### src/rtl/seq_restoring_divider.sv
// ---------------------------------------------------------------------------
// seq_restoring_divider
//   Multi-cycle unsigned restoring divider. It produces one quotient bit per
//   clock and uses a start/busy/done handshake. It reads the divisor register
//   on the divide path and feeds the ALU result mux.
//
// Ports
//   clk          rising-edge clock
//   rst          synchronous active-high reset; has priority over start
//   start        request a division; sampled only while idle
//   dividend     unsigned dividend, captured on the accepting edge
//   divisor      unsigned divisor, captured on the accepting edge
//   busy         high whenever the FSM is not idle
//   done         one-cycle pulse; results are valid from this cycle on
//   quotient     quotient, held until replaced by the next result
//   remainder    remainder, held until replaced by the next result
//   div_by_zero  set with done when the divisor was zero; held with results
//
// Timing (WIDTH=32)
//   Normal division: done is high 32 edges after the accepting edge.
//   busy is high for 33 cycles.
//   Divide by zero: done is high in the cycle after the accepting edge.
//   busy is high for 1 cycle.
// ---------------------------------------------------------------------------
module seq_restoring_divider #(
    parameter int WIDTH = 32
) (
    input  logic             clk,
    input  logic             rst,
    input  logic             start,
    input  logic [WIDTH-1:0] dividend,
    input  logic [WIDTH-1:0] divisor,
    output logic             busy,
    output logic             done,
    output logic [WIDTH-1:0] quotient,
    output logic [WIDTH-1:0] remainder,
    output logic             div_by_zero
);

    localparam int CW = $clog2(WIDTH) + 1;

    typedef enum logic [1:0] {S_IDLE, S_CALC, S_DONE} state_t;

    state_t           state_q, state_d;
    logic [WIDTH-1:0] q_q, q_d;          // dividend shifts out, quotient shifts in
    logic [WIDTH-1:0] d_q, d_d;          // captured divisor
    logic [WIDTH:0]   r_q, r_d;          // partial remainder, one guard bit
    logic [CW-1:0]    cnt_q, cnt_d;
    logic [WIDTH-1:0] quot_q, quot_d;
    logic [WIDTH-1:0] rem_q, rem_d;
    logic             done_q, done_d;
    logic             dbz_q, dbz_d;

    // One restoring step. R < D holds on entry, so the shifted value is below
    // 2*D. The WIDTH+1-bit subtraction therefore cannot wrap, and its MSB is
    // the borrow.
    logic [WIDTH:0]   r_shift;
    logic [WIDTH:0]   trial;
    logic [WIDTH:0]   r_step;
    logic [WIDTH-1:0] q_step;

    always_comb begin
        r_shift = {r_q[WIDTH-1:0], q_q[WIDTH-1]};
        trial   = r_shift - {1'b0, d_q};
        if (!trial[WIDTH]) begin
            r_step = trial;
            q_step = {q_q[WIDTH-2:0], 1'b1};
        end else begin
            r_step = r_shift;
            q_step = {q_q[WIDTH-2:0], 1'b0};
        end
    end

    always_comb begin
        state_d = state_q;
        q_d     = q_q;
        d_d     = d_q;
        r_d     = r_q;
        cnt_d   = cnt_q;
        quot_d  = quot_q;
        rem_d   = rem_q;
        done_d  = 1'b0;
        dbz_d   = dbz_q;

        unique case (state_q)
            S_IDLE: begin
                if (start) begin
                    q_d   = dividend;
                    d_d   = divisor;
                    r_d   = '0;
                    cnt_d = '0;
                    dbz_d = 1'b0;
                    if (divisor == '0) begin
                        // Skip iteration entirely: quotient saturates and the
                        // dividend passes through as the remainder.
                        quot_d  = '1;
                        rem_d   = dividend;
                        dbz_d   = 1'b1;
                        done_d  = 1'b1;
                        state_d = S_DONE;
                    end else begin
                        state_d = S_CALC;
                    end
                end
            end
            S_CALC: begin
                r_d   = r_step;
                q_d   = q_step;
                cnt_d = cnt_q + CW'(1);
                if (cnt_q == CW'(WIDTH - 1)) begin
                    quot_d  = q_step;
                    rem_d   = r_step[WIDTH-1:0];
                    done_d  = 1'b1;
                    state_d = S_DONE;
                end
            end
            S_DONE: begin
                state_d = S_IDLE;
            end
            default: begin
                state_d = S_IDLE;
            end
        endcase
    end

    always_ff @(posedge clk) begin
        if (rst) begin
            state_q <= S_IDLE;
            q_q     <= '0;
            d_q     <= '0;
            r_q     <= '0;
            cnt_q   <= '0;
            quot_q  <= '0;
            rem_q   <= '0;
            done_q  <= 1'b0;
            dbz_q   <= 1'b0;
        end else begin
            state_q <= state_d;
            q_q     <= q_d;
            d_q     <= d_d;
            r_q     <= r_d;
            cnt_q   <= cnt_d;
            quot_q  <= quot_d;
            rem_q   <= rem_d;
            done_q  <= done_d;
            dbz_q   <= dbz_d;
        end
    end

    assign busy        = (state_q != S_IDLE);
    assign done        = done_q;
    assign quotient    = quot_q;
    assign remainder   = rem_q;
    assign div_by_zero = dbz_q;

endmodule

### config.mk
export PLATFORM = sky130hd
export DESIGN_NAME = seq_restoring_divider
export DESIGN_NICKNAME = d
export VERILOG_FILES = /design/src/rtl/seq_restoring_divider.sv
export SDC_FILE = /design/constraint.sdc
export NUM_CORES = 1
export LEC_CHECK = 0
export ABC_AREA = 0
export BUFFER_PORTS_ARGS = -buffer_cell sky130_fd_sc_hd__buf_2
export CAP_MARGIN = 20
export CORE_AREA = 2 2 177 92
export DETAILED_ROUTE_END_ITERATION = 10
export DIE_AREA = 0 0 179 94
export GPL_TIMING_DRIVEN = 0
export PLACE_DENSITY = 0.85
export SLEW_MARGIN = 20
export SYNTH_ARGS = -nofsm -noshare
export SYNTH_HDL_FRONTEND = slang
export SYNTH_SLANG_ARGS = --single-unit
### constraint.sdc
create_clock -name clk -period 3.6 [get_ports clk]
set_input_delay 0.36 -clock clk [delete_from_list [all_inputs] [get_ports clk]]
set_output_delay 0.36 -clock clk [all_outputs]
set_load 0.005 [all_outputs]
== Yosys cells after proc, flatten, opt, wreduce, memory -nomap -nowiden ==
Index checks and enable logic that the tools add are counted.

* Add/sub/neg operators: 2
* Multipliers: 0
* Div/mod/pow operators: 0
* Magnitude comparators: 0
* Eq/ne operators: 5
* Shift-type cells: 0
* Multiplexer cells: 24
* Bitwise logic cells: 0
* Reduce and logical (&&, ||, !) cells: 8

{| class="wikitable"
|+ Operators with widths
! kind !! number
|-
| two-way mux 32 bit || 9
|-
| one-hot mux 32 bit (2 select lines) || 4
|-
| subtractor 33 x 32 -> 33 bit || 1
|-
| logical NOT 32 bit || 1
|-
| one-hot mux 6 bit (2 select lines) || 1
|-
| adder 6 x 1 -> 6 bit, second input constant || 1
|-
| == test 6 x 5 -> 1 bit, second input constant || 1
|-
| two-way mux 2 bit || 3
|-
| two-way mux 6 bit || 1
|-
| inequality test 2 bit, second input constant || 3
|-
| AND reduction 2 bit || 3
|-
| two-way mux 1 bit || 4
|-
| one-hot mux 2 bit (2 select lines) || 1
|-
| AND reduction 4 bit || 1
|-
| nonzero test 2 bit || 2
|-
| == test 2 x 1 -> 1 bit, second input constant || 1
|-
| logical NOT 2 bit || 1
|-
| one-hot mux 1 bit (2 select lines) || 1
|}

* Flip-flop bits (word level): 170
* Bits in latches: 0
* RAM bits: 0
* ROM bits: 0
* Input bits: 67
* Output and inout bits: 67
* Word-level logic and storage cells: 48
* Memories kept: 0

== Depth between registers and ports, before layout ==
* Depth in word-level cells: 4
* Mapped depth: 14
* Gate-level depth less buffers: 12

== Worst setup path after synthesis ==
Ideal clock, no wire load.

* Path kind: register to register
* Start point: reg q_q[31]
* End point: reg rem_q[30] (netlist: remainder[30])
* Library setup time: 95 ps
* Arrival time: 2795 ps
* Required time: 3505 ps
* Path slack: 709 ps
* Stages on the path, launching flop included: 14
* Path buffers: 1
* Clock period less this slack: 2891 ps
* Cells stage by stage: dfxtp_1 inv_1 ha_1 fa_1 nor2b_4 o2111ai_2 a211o_1 a21oi_2 o21ai_1 a21boi_2 nor2_8 buf_12 mux2i_1 a221oi_1

* Cells in the longest elaborated chain, start to end: 4

{| class="wikitable"
|+ RTL lines
! element !! RTL line !! RTL
|-
| start, declared || 45 || <nowiki>logic [WIDTH-1:0] q_q, q_d;</nowiki>
|-
| start signal, assigned || 139 || <nowiki>q_q <= q_d;</nowiki>
|-
| subtractor 33 x 32 -> 33 bit || 64 || <nowiki>trial = r_shift - {1'b0, d_q};</nowiki>
|-
| two-way mux 32 bit || 65 || <nowiki>if (!trial[WIDTH]) begin</nowiki>
|-
| two-way mux 32 bit || 110 || <nowiki>if (cnt_q == CW'(WIDTH - 1)) begin</nowiki>
|-
| one-hot mux 32 bit (2 select lines) || 85 || <nowiki>unique case (state_q)</nowiki>
|-
| end signal, assigned || 144 || <nowiki>rem_q <= rem_d;</nowiki>
|-
| end, declared || 50 || <nowiki>logic [WIDTH-1:0] rem_q, rem_d;</nowiki>
|}

No other way between the ends. The select of a mux whose other input is x is not followed.
A chain may end at the register's enable or synchronous reset.

== Worst setup path in the final report ==
* Start point: reg q_q[31]
* End point: reg rem_q[28] (netlist: remainder[28])

Same word-level chain as after synthesis.

==> results.ini <==
[status]
status = finished, final reports clean

[worst_setup_path]
required_ns = 3.88
reg2reg_to = remainder[28]
path_class = register to register
path_max_fanout = 10
end_kind = register
start_kind = register
r2r_cells = 14
r2r_slack_ns = 0.1
arrival_ns = 3.78
cp_slowest_stage_delay_ns = 0.39
startpoint = q_q[31]
r2r_start = q_q[31]
crit_chain = inv_1, ha_1, fa_2, nor2b_4, o2111ai_2, a211o_1, a21oi_2, o21ai_1, and3b_1, buf_6, nor2_8, buf_12, mux2i_1, a221oi_1
endpoint = remainder[28]
cpMaxStageDelayCell = dfxtp_1

[clocking]
insertion_delay_ns = 0.44
cts.sinks = 170
cts_tree = built
post_cts_resized = 0
clock_path_buffers = 2
cts_root_buf = clkbuf_16
numCtsBuffers = 17
path_clk_slew_ns = 0.08
cts.htree.levels = 4
post_cts_buffers = 0
ctsHoldBuffers = 0

[drt]
via_per_inst = 6.04
wl_met1_um = 12100
drt-initial-drc-count = 962
vias = 8734
drc = 0
post_drt_wl_per_cell_um = 18.8
ant_nets = 0
top_layer_used = met5
route.met2.wl_um = 11400
met3WireLength_um = 3180
drt-total-wl_um = 27200
detail_route.first_pass.iterations = 7

[global_route]
grt_antenna_before_repair = 2
grt_usage_pct = 32.5
grt_pass1_wl_um = 42100
grt_max_degree = 20
grt_pass1_vias = 8077
grt_overflow = 0

[timing]
rsz0062_at_grt = no
whs_ns = 0.163
skew_ns = 0.0136
setup_viol = 0
worst_slew_pin_slew_ns = 1.08
period_share_pct = 97.3
fmax_mhz = 286
tns_ns = 0
period_needed_ns = 3.50
maxSlewHeadroom_pct = 27.7
slew_violations = 0
hold_viol = 0

[place]
dp_hpwl_um = 20700
gp_congestion = 0.981
dpl-instance-area_sq_um = 9500
place.port_buffers = 132

[floorplan]
die_y_um = 94
num_rows = 32
ios = 134
die_w_um = 179
core_sq_um = 15200
start_util_pct = 56.6
die-area_sq_um = 16800

[layout]
nets = 1329
drive_above_1_share_pct = 15.7
design_area_sq_um = 10100
antennaDiodeCount = 0
syn2layout_area_growth_pct = 18.1

[yosys]
synthCells = 1077
yosys.area.top_type = dfxtp_1
postSynth.asyncResetShare_pct = 0
syn_area_sq_um = 8580
yosysSeqAreaShare_pct = 39.7
synthDistinctLibCells = 61
synth-warning-count = 0
syn_nets = 1178
synth_seq_cells = 170
synth_edf_count = 0
synth.top_cell.area_share_pct = 39.7
yosys_most_used_dff = dfxtp_1
synthTopCellsByArea = dfxtp_1 40%, nand2_1 8.8%, ha_1 4.8%
avgSynthCellArea_sq_um = 7.97

[min_path]
hold_class = primary input to register

[job]
max_cap_viol_count = 0

[power]
powerDensity_nw_per_um2 = 843
irDropWorstVdd_mv = 0.425
leakagePower_nw = 4.15

-- registers in the layout, indices dropped and copies added, names as in the netlist --
signal       count
div_by_zero      1
done             1
q_q             32
state_q          2
quotient        32
r_q             32
cnt_q            6
remainder       32
d_q             32
-- metal layers --
| layer | global-route usage, % | vias to the layer above |
|---|---|---|
| li1 | - | 4130 |
| met1 | 45.4 | 4065 |
| met2 | 49.0 | 468 |
| met3 | 8.90 | 69 |
| met4 | 9.76 | 2 |
| met5 | 0 | - |
-- cell usage after synthesis (4+ instances only) --
cell and number:
nor4_1 10, ha_1 33, o31a_1 4, nand3_1 16, a311oi_1 31, nand2_1 202, a211oi_2 4, a31oi_1 18
a221oi_1 5, o31ai_1 5, and4_1 16, xnor2_1 16, and3_1 6, nand4_1 8, nor2b_1 4, a21o_1 9
o21a_1 10, o21ai_0 76, a211oi_1 37, a211o_1 4, clkbuf_1 65, nor2_1 103, dfxtp_1 170, nor3_1 16
or3_1 5, mux2i_1 26, xor2_1 16, a21oi_1 78, inv_1 41
-- cell type report --
type	instances	area (sq um)
Timing Repair Buffer	132	661
Buffer	74	324
Tap cell	204	255
Multi-Input combinational cell	792	4740
Fill cell	1295	5040
Inverter	41	154
Clock buffer	17	425
Clock inverter	15	169
Sequential cell	170	3400
-- cells by family after synthesis --
| kind of cell | after synthesis | share of synthesized area, % |
|---|---|---|
| muxes | 26 | 3.03 |
| xor gates and xnor gates | 32 | 3.27 |
| adders and majority gates | 34 | 5.04 |
| DFF | 170 | 39.7 |
| AOI/OAI and AO/OA | 304 | 23.1 |
| buffers and inverters | 115 | 5.52 |
| and+or+nand+nor | 396 | 20.3 |
-- critical path: cells and delay by family, from the launching register on --
kind            cells  cell delay (ns)
simple gates        3             0.56
buf+inv             3             0.42
mux                 1             0.38
flops               1             0.39
fa+ha+maj           2             0.62
compound gates      5             0.95
-- worst min path at each step --
| stage | from | endpoint | depth (start not counted) |
|---|---|---|---|
| floorplan | r_q[31] | r_q[31] | 2 |
| global placement | r_q[31] | r_q[31] | 2 |
| detailed placement | d_q[26] | d_q[26] | 2 |
| CTS | divisor[19] | d_q[19] | 3 |
| global route | divisor[19] | d_q[19] | 3 |
| finish | divisor[19] | d_q[19] | 3 |
-- report_power, final --
part / total, mW / leakage (nW) / switching, mW / internal, mW
logic: 4.47 / 2.48 / 2.71 / 1.76
registers: 2.22 / 1.38 / 0.167 / 2.05
clock network: 1.85 / 0.289 / 0.914 / 0.940
total: 8.55 / 4.15 / 3.79 / 4.75
-- placed cells by master, fill, tap and decap left out, types with 19 or more instances in the layout --
master,count
a21oi_1,78
nor2_1,103
dfxtp_1,170
a311oi_1,31
inv_1,41
mux2i_1,19
o21ai_0,76
ha_1,33
nand2_1,202
buf_2,135
clkbuf_1,65
a211oi_1,37
-- stage by stage --
stage,total power [mW],utilization [%],std cells,worst slack [ns]
6_report,8.55,66.8,1445,0.0988
4_1_cts,8.22,66.5,1445,0.0998
3_5_place_dp,6.37,62.6,1413,0.124
2_1_floorplan,5.33,-,1077,0.709
5_1_grt,8.94,66.8,1445,0.0118
3_3_place_gp,6.31,62.6,1413,0.199
(Power assumes the default switching activity.)
